<file path="src/rtl/mfp_ahb_lite_req_master.sv">
`timescale 1ns/1ps
`default_nettype none
// ============================================================================
// Module  : mfp_ahb_lite_req_master
// Brief   : Single-outstanding request/response to AHB-Lite master bridge.
// Revision: 1.0 - initial release
// ============================================================================
module mfp_ahb_lite_req_master #(
    parameter int MAX_WAIT = 16
) (
    input  logic        HCLK,
    input  logic        HRESET,
    input  logic        req_valid,
    output logic        req_ready,
    input  logic        req_write,
    input  logic [31:0] req_addr,
    input  logic [2:0]  req_size,
    input  logic [31:0] req_wdata,
    output logic        rsp_valid,
    output logic [31:0] rsp_rdata,
    output logic        rsp_err,
    output logic        timeout,
    output logic [31:0] HADDR,
    output logic [2:0]  HSIZE,
    output logic        HWRITE,
    output logic [1:0]  HTRANS,
    output logic [2:0]  HBURST,
    output logic        HMASTLOCK,
    output logic [3:0]  HPROT,
    output logic [31:0] HWDATA,
    input  logic [31:0] HRDATA,
    input  logic        HREADY,
    input  logic        HRESP
);

    localparam int             WAIT_W       = $clog2(MAX_WAIT + 1);
    localparam logic [WAIT_W-1:0] C_WAIT_MAX = WAIT_W'(MAX_WAIT);
    localparam logic [1:0]     C_HTRANS_IDLE   = 2'b00;
    localparam logic [1:0]     C_HTRANS_NONSEQ = 2'b10;

    typedef enum logic [1:0] {
        S_IDLE = 2'd0,
        S_ADDR = 2'd1,
        S_DATA = 2'd2,
        S_ERR  = 2'd3
    } state_t;

    state_t             state_q, state_d;
    logic [31:0]        addr_q, addr_d;
    logic [2:0]         size_q, size_d;
    logic               write_q, write_d;
    logic [31:0]        wdata_q, wdata_d;
    logic               rsp_valid_q, rsp_valid_d;
    logic               rsp_err_q, rsp_err_d;
    logic [31:0]        rsp_rdata_q, rsp_rdata_d;
    logic               timeout_q, timeout_d;
    logic [WAIT_W-1:0]  wait_q, wait_d;
    logic               misaligned;

    // Illegal size or misaligned address short-circuits to a local error.
    always_comb begin
        misaligned = 1'b0;
        if (req_size > 3'd2)
            misaligned = 1'b1;
        else if (req_size == 3'd1 && req_addr[0])
            misaligned = 1'b1;
        else if (req_size == 3'd2 && req_addr[1:0] != 2'b00)
            misaligned = 1'b1;
    end

    always_comb begin
        state_d     = state_q;
        addr_d      = addr_q;
        size_d      = size_q;
        write_d     = write_q;
        wdata_d     = wdata_q;
        rsp_valid_d = 1'b0;
        rsp_err_d   = rsp_err_q;
        rsp_rdata_d = rsp_rdata_q;
        timeout_d   = timeout_q;
        wait_d      = wait_q;
        case (state_q)
            S_IDLE: begin
                if (req_valid) begin
                    addr_d  = req_addr;
                    size_d  = req_size;
                    write_d = req_write;
                    wdata_d = req_wdata;
                    state_d = misaligned ? S_ERR : S_ADDR;
                end
            end
            S_ADDR: begin
                if (HREADY) begin
                    state_d = S_DATA;
                    wait_d  = '0;
                end
            end
            S_DATA: begin
                if (HREADY) begin
                    rsp_valid_d = 1'b1;
                    rsp_err_d   = HRESP;
                    if (!write_q)
                        rsp_rdata_d = HRDATA;
                    state_d = S_IDLE;
                end else if (wait_q != C_WAIT_MAX) begin
                    // Timeout is only a flag; the transfer keeps waiting.
                    wait_d = wait_q + 1'b1;
                    if ((wait_q + 1'b1) == C_WAIT_MAX)
                        timeout_d = 1'b1;
                end
            end
            S_ERR: begin
                rsp_valid_d = 1'b1;
                rsp_err_d   = 1'b1;
                state_d     = S_IDLE;
            end
            default: state_d = S_IDLE;
        endcase
    end

    always_ff @(posedge HCLK) begin
        if (HRESET) begin
            state_q     <= S_IDLE;
            addr_q      <= '0;
            size_q      <= '0;
            write_q     <= 1'b0;
            wdata_q     <= '0;
            rsp_valid_q <= 1'b0;
            rsp_err_q   <= 1'b0;
            rsp_rdata_q <= '0;
            timeout_q   <= 1'b0;
            wait_q      <= '0;
        end else begin
            state_q     <= state_d;
            addr_q      <= addr_d;
            size_q      <= size_d;
            write_q     <= write_d;
            wdata_q     <= wdata_d;
            rsp_valid_q <= rsp_valid_d;
            rsp_err_q   <= rsp_err_d;
            rsp_rdata_q <= rsp_rdata_d;
            timeout_q   <= timeout_d;
            wait_q      <= wait_d;
        end
    end

    assign req_ready = (state_q == S_IDLE) && !HRESET;
    assign HTRANS    = (state_q == S_ADDR) ? C_HTRANS_NONSEQ : C_HTRANS_IDLE;
    assign HADDR     = addr_q;
    assign HSIZE     = size_q;
    assign HWRITE    = write_q;
    assign HWDATA    = wdata_q;
    assign HBURST    = 3'b000;
    assign HMASTLOCK = 1'b0;
    assign HPROT     = 4'b0011;
    assign rsp_valid = rsp_valid_q;
    assign rsp_err   = rsp_err_q;
    assign rsp_rdata = rsp_rdata_q;
    assign timeout   = timeout_q;

endmodule
`default_nettype wire

</file>
<file path="config.mk">
export PLATFORM = sky130hd
export DESIGN_NAME = mfp_ahb_lite_req_master
export DESIGN_NICKNAME = d
export VERILOG_FILES = /design/src/rtl/mfp_ahb_lite_req_master.sv
export SDC_FILE = /design/constraint.sdc
export NUM_CORES = 1
export LEC_CHECK = 0
export CELL_PAD_IN_SITES_DETAIL_PLACEMENT = 1
export CELL_PAD_IN_SITES_GLOBAL_PLACEMENT = 1
export CORE_ASPECT_RATIO = 0.9
export CORE_MARGIN = 5
export CORE_UTILIZATION = 29
export CTS_BUF_LIST = sky130_fd_sc_hd__clkbuf_8 sky130_fd_sc_hd__clkbuf_16
export CTS_CLUSTER_DIAMETER = 50
export CTS_CLUSTER_SIZE = 10
export DETAILED_ROUTE_END_ITERATION = 8
export PLACE_DENSITY = 0.87
export RECOVER_POWER = 25
export SLEW_MARGIN = 20
export SYNTH_ARGS = -nofsm -noshare
export SYNTH_HDL_FRONTEND = slang
export SYNTH_SLANG_ARGS = --single-unit
</file>
<file path="constraint.sdc">
create_clock -name HCLK -period 2.4 [get_ports HCLK]
set_input_delay 0.48 -clock HCLK [delete_from_list [all_inputs] [get_ports HCLK]]
set_output_delay 0.48 -clock HCLK [all_outputs]
set_load 0.05 [all_outputs]
</file>
==> flow_results.org, run 1 <==
** Timing
- The number of hold violations in the final report was 0.
- Worst Clk Skew :: 8.73 ps
- Setup violations remaining at the end of the flow were counted as 0.
- Timing would allow up to 470 MHz.
- Measured against its own limit, the worst slew margin works out to 0.439.
- Max Transition Viols Final :: 0
- Setup repair after global routing left no endpoint under its margin.
- Final worst hold slack :: 456 ps
- Final clock period utilization by the worst path :: 0.887
- Subtracting the final worst setup slack from the clock period gives 2130 ps.
- Setup total negative slack on the finished layout was measured at 0 ps.
- At the pin with the least slew margin, the transition time is 842 ps.

** Min path
- The startpoint identified for the worst hold timing path is HWDATA[18]$_SDFFE_PP0P_.
- Hold worst-path end :: HWDATA[18]$_SDFFE_PP0P_
- The path class of the tightest hold or removal check is flop to flop.
- Along the worst hold path, the cell count comes to 2.

** Setup path
- List of cells traversed by the critical path :: clkdlybuf4s50_1
- The worst setup path is captured at an output port.
- The worst register-to-register path begins at state_q[0]$_SDFFE_PP0P_.
- Counting cells, the worst reg-to-reg path comes to 4.
- Kind of cell adding the most delay to the critical path :: buffers and inverters
- Top fanout value on the critical path :: 4
- Together, buffers and inverters on the worst path number 1.
- Setup slack, reg-to-reg :: 480 ps
- The largest individual stage delay along the critical path comes from the cell sky130_fd_sc_hd__clkdlybuf4s50_1.
- The endpoint identified for the worst register-to-register timing path is HWDATA[30]$_SDFFE_PP0P_.
- Arrival time at the worst endpoint :: 1650 ps
- Setup CP Type :: flop to output port
- Critical path launch point type :: flop
- Crit path required time :: 1920 ps
- In this design, the stage delay of the slowest critical-path cell is 870 ps.

** Global routing
- In the global route stage, overall resource usage came out at 0.171.
- Wire length of the first global-routing pass :: 22700 microns
- Entering global routing, the biggest net connects 111 pins.
- Via count of the first global-routing pass :: 4392
- Antenna violations before repair :: 1
- The total overflow left after global routing is 0.

** Pwr
- Psw :: 0.00144 W
- Clock group share of total power :: 0.340
- Switching Share :: 0.306
- Leakage component of the power :: 2.38 nW
- The internal portion of the total power is 0.00326 W.
- Share of power burned in combinational logic :: 0.235
- Seq pwr share :: 0.426
- Power density over the cells :: 704 mW/mm^2
- Across the VDD grid, the largest voltage drop is 0.545 mV.

** Clock tree
- Clock tree from TritonCTS :: yes
- In this run, post-CTS hold repair placed 0 buffers.
- The clock passes through at most 2 buffers.
- The tree is rooted in a sky130_fd_sc_hd__clkbuf_16.
- Clk slew on worst S/H paths :: 70 ps
- At the later pin of the worst-skew pair, clock insertion delay measures 350 ps.
- Number of buffers created by CTS :: 9
- Post-CTS Setup Bufs :: 0
- Post-CTS sizing :: 0
- The clock tree synthesis step divided the H-tree into 3 levels.
- The clock drives 110 sinks.

** Floorplanning
- In this run the vertical extent of the chip is 123 microns.
- After floorplanning, the core was sized to cover 0.0140 sq mm.
- Number of rows created at floorplan :: 41
- Starting density of the core :: 0.295
- Boundary pin count :: 219
- Floorplan die area :: 0.0167 sq mm
- Horizontal die dimension :: 136 microns

** Placement
- Buffers placed on the I/O ports in this run total 209.
- Final estimated routing congestion in global placement :: 0.762
- The HPWL after detailed placement is 11100 microns.

** Run status
- The run finished with clean final reports.

** Detailed routing
- After detailed routing, the average wire length per cell comes to 16.3 microns.
- Summed over all layers, the routed wires come to 14800 microns.
- Pre-antenna DRT Iters :: 4
- DRC violations left :: 0
- The detail route stage leaves a number of antenna-violating nets equal to 0.
- Starting DRC count in detailed routing :: 227
- Using the TritonRoute via totals, the vias-per-cell ratio works out to 4.66.
- Detailed routing inserted a total of 4230 vias.

** Synthesis
- By area, the combinational part of the netlist is dominated by simple AND/OR/NAND/NOR gates.
- The share of the synthesized area in compound gates (AO/OA/AOI/OAI) is 0.152.
- Area of the mapped netlist :: 0.00413 sq mm
- Number of distinct library cells after synthesis :: 42
- Number of synthesized flops with an enable pin :: 0
- Xor and xnor area share after synthesis :: 0.00212
- Yosys printed 0 warnings.
- Each instance of the synthesized netlist takes up on average 7.89 sq um.
- After synthesis, the share of flip-flops with an asynchronous set or reset is 0.
- Of the total synthesized cell area, the portion taken by full adders, half adders and majority gates is 0.00908.
- FF+latch count, synth :: 110
- Number of instances in the synthesized netlist :: 524
- For this run, the leading register cell type out of synthesis is sky130_fd_sc_hd__dfxtp_1.
- Of the total synthesized cell area, the portion taken by AND, OR, NAND and NOR gates is 0.237.
- Portion of the post-synthesis area used by sequential elements :: 0.533
- Share of cell area taken by muxes after synthesis :: 0.00242

** Final layout
- In the final design database the tool counted 818 nets.
- Counting the fill cells in the layout gives 1662.
- In the final layout, the share of cells above drive strength 1 is 0.0420.
- In the final layout, the multi-input gates occupy 0.00172 sq mm.
- Most common cell after layout, fill and taps aside :: sky130_fd_sc_hd__clkdlybuf4s50_1
- The area growth from synthesis to layout is 61.6%.
- Across the whole layout, storage elements account for 0.00220 sq mm.
- Total inserted antenna cells :: 0
- Most used cells in the layout excluding fill and tap cells :: sky130_fd_sc_hd__clkdlybuf4s50_1, sky130_fd_sc_hd__nand2_1, sky130_fd_sc_hd__dfxtp_1

** Job
- Max-cap violations in this run came to 0.
## Yosys cell counts (2+ instances only)
master	count	area, sq um
sky130_fd_sc_hd__nand2_1	202	758
sky130_fd_sc_hd__nor3_1	4	20.0
sky130_fd_sc_hd__nand3b_1	3	22.5
sky130_fd_sc_hd__nor4bb_1	2	20.0
sky130_fd_sc_hd__inv_1	5	18.8
sky130_fd_sc_hd__buf_4	9	67.6
sky130_fd_sc_hd__buf_2	9	45.0
sky130_fd_sc_hd__ha_1	3	37.5
sky130_fd_sc_hd__o211ai_1	4	30.0
sky130_fd_sc_hd__a31oi_1	3	18.8
sky130_fd_sc_hd__nand3_1	5	25.0
sky130_fd_sc_hd__a21oi_1	105	526
sky130_fd_sc_hd__dfxtp_1	110	2200
sky130_fd_sc_hd__conb_1	2	7.51
sky130_fd_sc_hd__nor2_1	2	7.51
sky130_fd_sc_hd__nand2b_1	2	12.5
sky130_fd_sc_hd__clkbuf_1	29	109
## state kept, by name (all words and copies together), names as in the netlist
register	flops
rsp_err	1
wait_q	5
rsp_rdata	32
rsp_valid	1
state_q	2
HSIZE	3
HADDR	32
HWDATA	32
timeout	1
HWRITE	1
## area by class of cell
type / instances / area share
Clock buffer: 9 / 0.0337
Tap cell: 193 / 0.0362
Clock inverter: 7 / 0.0148
Timing Repair Buffer: 218 / 0.325
Inverter: 5 / 0.00281
Sequential cell: 110 / 0.330
Multi-Input combinational cell: 366 / 0.257
## power groups by stage
stage	clock network [W]	registers, W	logic (W)
after floorplan	0	0.00237	0.000307
after global placement	0	0.00203	0.00109
after detailed placement	0	0.00204	0.00112
after CTS	0.00164	0.00200	0.00113
after global routing	0.00172	0.00202	0.00117
final	0.00160	0.00200	0.00110
## per-stage QoR
| step | setup WS, ps | cells | utilization | cell area, sq um | power [W] |
|---|---|---|---|---|---|
| floorplan | 203 | 531 | - | 4160 | 0.00268 |
| global placement | 294 | 892 | 0.455 | 6370 | 0.00313 |
| detailed placement | 194 | 892 | 0.455 | 6370 | 0.00317 |
| CTS | 259 | 908 | 0.478 | 6700 | 0.00477 |
| global route | 194 | 908 | 0.477 | 6680 | 0.00490 |
| finish | 271 | 908 | 0.477 | 6680 | 0.00470 |
## routing by layer
| metal | vias up | track usage | part of all wire |
|---|---|---|---|
| met4 | 2 | 0.0384 | 0.010 |
| met2 | 151 | 0.305 | 0.49 |
| li1 | 2064 | - | - |
| met3 | 13 | 0.0907 | 0.11 |
| met1 | 2000 | 0.178 | 0.39 |
| met5 | - | 0 | 0.00088 |
## cell families (layout without fill, tap and decap cells)
group,Yosys count,after routing
multiplexers,1,1
other,2,9
XOR/XNOR,1,1
adder cells (fa/ha/maj),3,3
buffers and inverters,55,239
AND/OR/NAND/NOR,233,233
flip-flops,110,110
AO/OA/AOI/OAI,119,119
## worst max-delay path by stage
stage                                    from                         end  slack [ps]  cells after the start
after global routing                req_valid     HWDATA[26]$_SDFFE_PP0P_         190                      5
after global placement                 HREADY  rsp_rdata[31]$_SDFFE_PP0P_         290                      5
after CTS                 HWRITE$_SDFFE_PP0P_                      HWRITE         260                      1
after detailed placement               HREADY   rsp_rdata[4]$_SDFFE_PP0P_         190                      5
after floorplan                        HRESET                   req_ready         200                      2
final                     HWRITE$_SDFFE_PP0P_                      HWRITE         270                      1
No activity file was read; power rests on OpenSTA's default activity.
==> run 2: changes to the inputs <==
ABC_AREA = 1   (was not set)
==> run 2 against run 1 <==
Net effect: sequential power up 4%; register-to-register slack got worse by 110 ps; sequential share of layout area grew 0.29 points; final cell count up 1.8%; first-iteration DRC count down 29%; synthesized area barely moved; critical path type is now primary input to flop; critical endpoint is now HADDR[11]$_SDFFE_PP0P_.
==> flow_results.org, run 2 <==
** Placement
- Place WS :: 262 ps
- Routability-driven placement finished with a final weighted congestion of 0.807.
- The HPWL after detailed placement is 11300 microns.
- Number of buffers added on ports :: 209

** Min path
- The min-delay analysis places its worst path in the category flop to flop.

** Clock tree
- Level count of the clock H-tree :: 3
- Skew-Pair Late Insertion Delay :: 350 ps
- Cts hold-fix bufs :: 0
- Number of clock sinks seen by CTS :: 110
- Number of buffers created by CTS :: 9
- Clk slew on worst S/H paths :: 70 ps
- Clock tree from TritonCTS :: yes
- Clock tree synthesis selected as its root buffer the cell sky130_fd_sc_hd__clkbuf_16.
- Max Root-Sink Buffers :: 2

** Final layout
- Layout overhead on the synthesized area :: 60.1%
- Share of cells above drive strength 1 :: 0.0410
- Total inserted antenna cells :: 0
- Most used cells in the layout excluding fill and tap cells :: sky130_fd_sc_hd__nor2_1, sky130_fd_sc_hd__clkdlybuf4s50_1, sky130_fd_sc_hd__dfxtp_1
- Register area :: 0.00220 sq mm
- Area of the multi-input gates :: 0.00160 sq mm
- Final nets :: 834
- Fill cells in the final layout number 1670.
- Most common cell after layout, fill and taps aside :: sky130_fd_sc_hd__nor2_1

** Setup path
- The worst setup path is captured at a flop.
- STA classifies the critical path startpoint as a primary input.
- STA puts the critical path data arrival time at 2340 ps.
- Setup CP Type :: primary input to flop
- STA puts the critical path data required time at 2680 ps.
- Along the worst path, the maximum fanout reaches 48.

** Global routing
- For this run, global-route usage on met3 was measured as 0.0924.
- The initial antenna violation count came to 0.
- The layer flagged by global routing as most heavily used is met2.
- Met2 track demand over resource in global routing :: 0.299
- Via count of the first global-routing pass :: 4473
- The first global-routing pass estimated 22800 microns of wire.
- Summed over all layers, the global routing overflow is 0.
- For this run, the total global-route usage over all layers was measured as 0.174.
- Met1 Usage GRT :: 0.188
- Entering global routing, the biggest net connects 57 pins.

** Pwr
- Switching Share :: 0.339
- Clock group share of total power :: 0.315
- VDD sags by at most 0.473 mV.
- Total power after layout :: 0.00527 W
- The analysis attributes to cell leakage a power of 2.57 nW.
- Of the total power, combinational logic draws 0.288.
- Internal power comes to 0.00348 W.
- Power density over the cells :: 796 mW/mm^2
- Psw :: 0.00179 W
- Seq pwr share :: 0.397

** Floorplanning
- Floorplan die area :: 0.0168 sq mm
- The initialized floorplan defines 41 standard-cell rows.
- The die is 123 microns tall.
- Boundary pin count :: 219
- Horizontal die dimension :: 136 microns
- Core Area :: 0.0140 sq mm
- For this configuration, the core starts out at a cell density of 0.295.

** Synthesis
- In the post-synthesis netlist, the biggest area contributors are sky130_fd_sc_hd__dfxtp_1, sky130_fd_sc_hd__nor2_1, sky130_fd_sc_hd__o21ai_0, sky130_fd_sc_hd__buf_4, sky130_fd_sc_hd__o21ai_1.
- Most frequently used flop master after synthesis :: sky130_fd_sc_hd__dfxtp_1
- Of the post-synthesis cell area, the dominant cell type holds 0.533.
- Counting flops with an async set or reset pin after synthesis yields a share of 0.
- Synthesized area divided by synthesized cell count :: 7.74 sq um
- The synthesized netlist occupies a cell area of 0.00414 sq mm.
- Ranked by instance count, the synthesized netlist is headed by sky130_fd_sc_hd__nor2_1, sky130_fd_sc_hd__dfxtp_1, sky130_fd_sc_hd__o21ai_0.
- The number of different library cells used by synthesis comes to 25.
- In the post-synthesis netlist, the cell with the most instances is sky130_fd_sc_hd__nor2_1.
- Number of synthesized flops with an enable pin :: 0
- In this run, synthesis produced a sequential element count of 110.
- Cell taking the most area after synthesis :: sky130_fd_sc_hd__dfxtp_1
- For this run, the number of Yosys warnings is 0.
- Number of instances in the synthesized netlist :: 534
- Of the synthesized area, sequential elements account for 0.533.

** Timing
- Summed over all failing endpoints, the final setup total negative slack is 0 ps.
- Transition time of the tightest slew-check pin :: 553 ps
- Measured against its own limit, the worst slew margin works out to 0.630.
- Highest Clock Rate :: 487 MHz
- Setup slack on the critical path of the routed design comes to 346 ps.
- The number of hold violations in the final report came to 0.
- The max-slew violation total from the final report was 0.
- Setup repair after global routing missed its margin :: false
- On the final layout, the worst clock skew is 4.08 ps.
- Clock period minus worst slack :: 2050 ps
- Final setup vio count :: 0
- Final clock period utilization by the worst path :: 0.856

** Job
- Across the run, the number of max-cap violations was 0.

** Detailed routing
- Pre-antenna DRT Iters :: 4
- DRC violations left :: 0
- Dividing the detail-routed via count by the number of cells gives 4.55.
- In this run, the number of DRC markers left after iteration 0 of detailed routing was 162.
- Post-route antenna net violation count :: 0
- Dividing the detail-routed wire length by the instance count gives 16.1 microns.
- Total vias in the final route :: 4205
- Total detailed-routing wirelength :: 14800 microns

** Run status
- The run finished with clean final reports.
[run 2: layout make-up]
class                      instances  share of cell area
clock buffer                      10              0.0361
sequential                       110               0.333
multi-input combinational        370               0.241
inverter                          20              0.0119
timing repair buffer             215               0.328
tap                              193              0.0365
clock inverter                     6              0.0140
[run 2: worst paths after layout]
check / depth (start not counted) / startpoint / slack (ps) / to
worst max register to register: 6 / state_q[0]$_SDFFE_PP0P_ / 370 / HADDR[11]$_SDFFE_PP0P_
worst min register to register: 2 / HADDR[15]$_SDFFE_PP0P_ / 480 / HADDR[15]$_SDFFE_PP0P_
worst min-delay path: 2 / HADDR[15]$_SDFFE_PP0P_ / 480 / HADDR[15]$_SDFFE_PP0P_
worst max-delay path: 6 / req_valid / 350 / HADDR[11]$_SDFFE_PP0P_
[run 2: worst max-delay path: stages]
cell,delay [ps]
sky130_fd_sc_hd__clkdlybuf4s50_1,530
sky130_fd_sc_hd__nand2_4,230
sky130_fd_sc_hd__inv_4,290
sky130_fd_sc_hd__clkbuf_4,550
sky130_fd_sc_hd__nor2_1,100
sky130_fd_sc_hd__nor2_1,150
[run 2: layer usage]
layer  part of all wire  routed length [microns]
met2               0.47                     7000
met3               0.11                     1690
met1               0.40                     5910
met4              0.017                      247
met5                  0                        0
[run 2: kinds of logic after synthesis]
group	share of synthesized area
compound gates	0.143
fa+ha+maj	0.00908
buf+inv	0.0862
flops	0.533
other cells	0.00182
simple gates	0.228
[run 2: power by group through the flow]
| stage | Combinational [W] | Sequential [W] | Clock, W |
|---|---|---|---|
| floorplan | 0.000418 | 0.00266 | 0 |
| detailed placement | 0.00154 | 0.00213 | 0 |
| global placement | 0.00150 | 0.00212 | 0 |
| global route | 0.00161 | 0.00211 | 0.00179 |
| CTS | 0.00155 | 0.00209 | 0.00172 |
| finish | 0.00152 | 0.00209 | 0.00166 |
[run 2: through the flow]
| stage | hold WS, ps | utilization | std cells | cell area (sq um) |
|---|---|---|---|---|
| CTS | 491 | 0.474 | 924 | 6640 |
| floorplan | 449 | - | 541 | 4160 |
| global placement | 449 | 0.451 | 908 | 6310 |
| detailed placement | 474 | 0.451 | 908 | 6310 |
| global route | 517 | 0.473 | 924 | 6620 |
| finish | 484 | 0.473 | 924 | 6620 |
[run 2: timing repair]
action | CTS | global route
setup endpoints to repair | 0 | 1
setup buffers | 0 | 0
hold endpoints to repair | 0 | 0
gates resized for setup | 0 | 1
